[config.mk]
export PLATFORM = sky130hd
export DESIGN_NAME = fpadd_seq_arb
export DESIGN_NICKNAME = d
export VERILOG_FILES = /design/src/rtl/fpadd_seq_arb.sv
export SDC_FILE = /design/constraint.sdc
export NUM_CORES = 1
export LEC_CHECK = 0
export CORE_UTILIZATION = 36
export CTS_CLUSTER_SIZE = 40
export DETAILED_ROUTE_END_ITERATION = 8
export PLACE_DENSITY = 0.74
export SLEW_MARGIN = 40
export SYNTH_ARGS = -nofsm -noshare
export SYNTH_HDL_FRONTEND = slang
export SYNTH_SLANG_ARGS = --single-unit
export TNS_END_PERCENT = 5
[constraint.sdc]
create_clock -name clk -period 1.7 [get_ports clk]
set_input_delay 0.255 -clock clk [delete_from_list [all_inputs] [get_ports clk]]
set_output_delay 0.255 -clock clk [all_outputs]
set_load 0.01 [all_outputs]
[src/rtl/fpadd_seq_arb.sv]
// rtl/fpadd_seq_arb.sv - sequencer and two-port round-robin arbiter for the shared FP adder datapath
//
// Purpose: accepts operand pairs from two requesters, drives the granted pair onto the
// fpbus A/B inputs, walks a one-hot strobe through the five datapath stages
// (mask, align, alu, normal, pack) and returns the captured Result tagged with the owner.
//
// Ports:
//   clk, reset                 single clock, synchronous active-high reset
//   req_valid[1:0]/req_ready   per-requester handshake; req_ready is at most one-hot
//   req_a0/req_b0, req_a1/b1   IEEE-754 single operands for requester 0 / 1
//   bus_a, bus_b               held operands driven to the datapath
//   bus_result                 datapath sum
//   stage_en[4:0]              one-hot stage strobe, 0 when not evaluating
//   resp_valid/resp_ready      response handshake
//   resp_result, resp_id       captured sum and owning requester
//   busy                       high whenever not idle
module fpadd_seq_arb #(
   parameter int unsigned STAGE_CYCLES = 1
) (
   input  logic        clk,
   input  logic        reset,
   input  logic [1:0]  req_valid,
   output logic [1:0]  req_ready,
   input  logic [31:0] req_a0,
   input  logic [31:0] req_b0,
   input  logic [31:0] req_a1,
   input  logic [31:0] req_b1,
   output logic [31:0] bus_a,
   output logic [31:0] bus_b,
   input  logic [31:0] bus_result,
   output logic [4:0]  stage_en,
   output logic        resp_valid,
   input  logic        resp_ready,
   output logic [31:0] resp_result,
   output logic        resp_id,
   output logic        busy
);

   typedef enum logic [1:0] {ST_IDLE, ST_EVAL, ST_RESP} state_t;

   localparam logic [3:0] CNT_LAST = 4'(STAGE_CYCLES - 1);

   state_t      state_q, state_d;
   logic        last_grant_q, last_grant_d;
   logic [3:0]  cnt_q, cnt_d;
   logic [2:0]  stage_idx_q, stage_idx_d;
   logic [31:0] bus_a_q, bus_a_d;
   logic [31:0] bus_b_q, bus_b_d;
   logic [31:0] resp_result_q, resp_result_d;
   logic        resp_valid_q, resp_valid_d;
   logic        resp_id_q, resp_id_d;

   logic        grant_any;
   logic        grant_sel;

   // Round-robin pick: a lone requester always wins; on a tie the one that
   // did not win last time is chosen.
   always_comb begin
      grant_any = 1'b0;
      grant_sel = 1'b0;
      case (req_valid)
         2'b01: begin grant_any = 1'b1; grant_sel = 1'b0;          end
         2'b10: begin grant_any = 1'b1; grant_sel = 1'b1;          end
         2'b11: begin grant_any = 1'b1; grant_sel = ~last_grant_q; end
         default: ;
      endcase
   end

   // Gated by reset so nothing looks accepted on a cycle that is being reset.
   always_comb begin
      req_ready = 2'b00;
      if (state_q == ST_IDLE && !reset && grant_any)
         req_ready = grant_sel ? 2'b10 : 2'b01;
   end

   always_comb begin
      stage_en = 5'b00000;
      if (state_q == ST_EVAL && stage_idx_q <= 3'd4)
         stage_en = 5'b00001 << stage_idx_q;
   end

   always_comb begin
      state_d       = state_q;
      last_grant_d  = last_grant_q;
      cnt_d         = cnt_q;
      stage_idx_d   = stage_idx_q;
      bus_a_d       = bus_a_q;
      bus_b_d       = bus_b_q;
      resp_result_d = resp_result_q;
      resp_valid_d  = resp_valid_q;
      resp_id_d     = resp_id_q;
      case (state_q)
         ST_IDLE: begin
            if (req_ready != 2'b00) begin
               bus_a_d      = grant_sel ? req_a1 : req_a0;
               bus_b_d      = grant_sel ? req_b1 : req_b0;
               resp_id_d    = grant_sel;
               last_grant_d = grant_sel;
               cnt_d        = 4'd0;
               stage_idx_d  = 3'd0;
               state_d      = ST_EVAL;
            end
         end
         ST_EVAL: begin
            if (stage_idx_q > 3'd4) begin
               // Unreachable index: bail out rather than strobe a nonexistent stage.
               stage_idx_d = 3'd0;
               cnt_d       = 4'd0;
               state_d     = ST_IDLE;
            end else if (cnt_q == CNT_LAST) begin
               cnt_d = 4'd0;
               if (stage_idx_q == 3'd4) begin
                  resp_result_d = bus_result;
                  resp_valid_d  = 1'b1;
                  state_d       = ST_RESP;
               end else begin
                  stage_idx_d = stage_idx_q + 3'd1;
               end
            end else begin
               cnt_d = cnt_q + 4'd1;
            end
         end
         ST_RESP: begin
            // Returning to IDLE here means the handshake cycle never accepts.
            if (resp_ready) begin
               resp_valid_d = 1'b0;
               state_d      = ST_IDLE;
            end
         end
         default: state_d = ST_IDLE;
      endcase
   end

   always_ff @(posedge clk) begin
      if (reset) begin
         state_q       <= ST_IDLE;
         last_grant_q  <= 1'b1;
         cnt_q         <= 4'd0;
         stage_idx_q   <= 3'd0;
         bus_a_q       <= 32'd0;
         bus_b_q       <= 32'd0;
         resp_result_q <= 32'd0;
         resp_valid_q  <= 1'b0;
         resp_id_q     <= 1'b0;
      end else begin
         state_q       <= state_d;
         last_grant_q  <= last_grant_d;
         cnt_q         <= cnt_d;
         stage_idx_q   <= stage_idx_d;
         bus_a_q       <= bus_a_d;
         bus_b_q       <= bus_b_d;
         resp_result_q <= resp_result_d;
         resp_valid_q  <= resp_valid_d;
         resp_id_q     <= resp_id_d;
      end
   end

   assign bus_a       = bus_a_q;
   assign bus_b       = bus_b_q;
   assign resp_result = resp_result_q;
   assign resp_valid  = resp_valid_q;
   assign resp_id     = resp_id_q;
   assign busy        = (state_q != ST_IDLE);

endmodule

==> results.toml <==
[status]
status = "complete, but fails checks"
violations = "setup timing"

[die]
die_y_um = 121.8
coreArea_um2 = 13930
rows = 43
start_util_pct = 37.10
die_x_um = 121.8
dieArea_um2 = 14840
io_pins = 271

[synth]
synth_seq_cells = 108
yosys.area.top_type = "dfxtp_1"
synth_ff_type = "dfxtp_1"
synth-edff-count = 0
yosys.area_share.xor_xnor_pct = 0.5082
synth-compound-area-share_pct = 22.34
synthMuxAreaShare_pct = 12.39
synth_top_area_share_pct = 41.82
yosys_warnings = 0
synthTopCellsByArea = "dfxtp_1 42%, mux2i_1 12%, a211oi_2 12%"
synth_seq_area_share_pct = 41.82
synthAdderAreaFrac_pct = 1.694
synth_async_sr_flop_share_pct = 0
synth-simple-area-share_pct = 14.52
netlist_area_um2 = 5170
netlist_instances = 511
syn_avg_cell_area_um2 = 10.12
syn_nets = 683
synth_top_family_by_area = "compound AO/OA/AOI/OAI gates"
synth_cell_types = 43

[timing]
worstMarginPinSlew_ps = 610.7
setup_slack_ps = -15.01
fin_crit_sh_pct = 100.9
max_freq_ghz = 0.5831
drv_slew = 0
hold_violations = 0
min_period_ps = 1715
rsz0062_at_grt = "yes"
fin_skew_ps = 7.230
setup_viol = 1
maxSlewHeadroom_pct = 59.28

[clock_network]
clk_latency_ps = 350
clock-root-buffer = "clkbuf_16"
cts_tree = "done"
cts_made_buffers = 9
clockBufferDepth = 2
clk_pin_slew_ps = 70
cts_num_sinks = 108
cts.htree.levels = 3

[power_and_ir_drop]
p_int_w = 0.004834
p_sw_w = 0.001696
design_power_total_w = 0.006530
sw_frac_of_total_pct = 25.98
p_comb_share_pct = 24.8
pwr-share-seq_pct = 42.4
peakVddDrop_mv = 0.5026
clkPwrFrac_pct = 32.8
p_leak_nw = 3.169
powerDensity_nw_per_um2 = 755.7

[setup_path]
r2r_start = "stage_idx_q[0]"
worst_setup_path_start_kind = "flip-flop"
crit_slowest_cell = "dfxtp_1"
crit_fanout = 4
crit_end = "req_ready[1]"
r2r_setup_slack_ps = 60
cpPeakStageDelay_ps = 310
r2r-end = "resp_result[24]"
crit_path_end_kind = "output pin"
cp_data_arrival_time_ps = 1460
path_cells = "or2_1 > or2_4 > nor3b_2 > buf_2"
crit_start = "state_q[1]"
reg2reg_depth = 9
crit_required_ps = 1440
critPathKind = "flip-flop to output pin"

[global_route]
overflow = 0
grt_pass1_vias = 4844
grt_usage_pct = 19.75
antenna_found_initial = 0
grt_start_max_net_pins = 99
grt_pass1_wl_mm = 23.15

[final_layout]
final_cell_mix = "261 x clkdlybuf4s50_1, 104 x dfxtp_1, 71 x nor2_1"
area_growth_pct = 67.13
design_area_um2 = 8641
fin_nets = 969
layout_commonest_cell = "clkdlybuf4s50_1"
final_util_pct = 62.01
diodes = 0
fill_cells = 1145
fin_cells = 982
drive_gt1_share_pct = 25.94

[routing]
routedWlPerCell_um = 15.29
route.detailed.drc = 0
finalWirelength_mm = 15.02
drt_first_pass_iters = 4
vias = 4761
via_per_inst = 4.848
final_antenna_net_count = 0
drt_iter0_drc = 109

[placed_design]
place_ws_ps = -461.7
dp_cells = 962
dpl_cell_area_um2 = 8258
dpl.hpwl_mm = 11.20
finalWeightedCongestion = 0.8169
io_buffers = 270

[worst_hold_path]
hp-class = "input pin to flip-flop"
min_from = "reset"

[flow_run]
cap_violations = 0
[layer usage]
metal	vias up	share of wire [%]	global-route usage [%]
met3	24	9.0	6.414
met1	2193	40	22.12
met4	0	2.0	7.485
met2	186	49	34.53
met5	-	0	0
li1	2358	-	-
[cell type report]
class,instances,area [um2],area share [%]
clock buffer,11,242.7,2.809
clock inverter,5,60.06,0.6950
inverter,8,30.03,0.3475
multi-input combinational,352,2738,31.68
sequential,108,2167,25.08
tap,180,225.2,2.606
timing repair buffer,318,3178,36.78
[worst min path at each step]
stage,cells after the start,to
after floorplan,1,resp_valid
after global placement,2,resp_result[13]
after detailed placement,2,resp_result[12]
after CTS,2,resp_result[5]
after global routing,2,resp_result[5]
final,2,resp_result[5]
[synth_stat cells, types with 2 or more instances]
master,instances
buf_12,3
a211oi_1,16
xor2_1,2
buf_4,11
nand2_2,30
nand2_1,39
nor3_1,3
o21ai_0,3
or4_1,2
clkbuf_1,11
inv_1,8
nor2_2,2
dfxtp_1,108
nor2_1,71
a211oi_2,50
buf_2,11
nor3b_1,3
ha_1,7
o211ai_1,2
mux2i_1,64
a21oi_1,8
buf_6,7
a21oi_2,30
[cell families (layout without fill, tap and decap cells)]
| family | count (synthesis) | after routing |
|---|---|---|
| compound gates | 117 | 117 |
| xor+xnor | 3 | 3 |
| fa+ha+maj | 7 | 7 |
| buf+inv | 51 | 342 |
| flops | 108 | 108 |
| mux | 64 | 64 |
| simple gates | 161 | 161 |
[stage by stage]
stage / hold WS [ps] / TNS [ps]
4_1_cts: 196.3 / -42.46
3_5_place_dp: 453.3 / -21260
2_1_floorplan: 372.3 / 0
3_3_place_gp: 441.9 / -17460
6_report: 215.8 / -15.01
5_1_grt: 208.8 / -875.0
[critical path: cells and delay by family (launching register included)]
family	cells	cell delay, ps
flip-flops	1	310
buffers and inverters	1	150
AND/OR/NAND/NOR	3	660
[state kept, by name, summed over array words and instances (netlist names), 2 cells and up]
register / cells
resp_result: 32
bus_a: 32
bus_b: 32
cnt_q: 4
stage_idx_q: 3
state_q: 2
[power groups by stage]
stage / Clock [W] / Sequential (W) / Combinational [W]
5_1_grt: 0.00233 / 0.00279 / 0.00174
3_3_place_gp: 0 / 0.00282 / 0.00158
6_report: 0.00214 / 0.00277 / 0.00162
2_1_floorplan: 0 / 0.00289 / 0.000643
3_5_place_dp: 0 / 0.00283 / 0.00161
4_1_cts: 0.00221 / 0.00277 / 0.00163
[timing repair]
| item | CTS | global route |
|---|---|---|
| hold buffers | 0 | 0 |
| pin swaps | 3 | 4 |
| gates resized for setup | 46 | 11 |
| setup endpoints to repair | 50 | 53 |
| setup buffers | 0 | 4 |
Power figures use the tool's default switching activity.
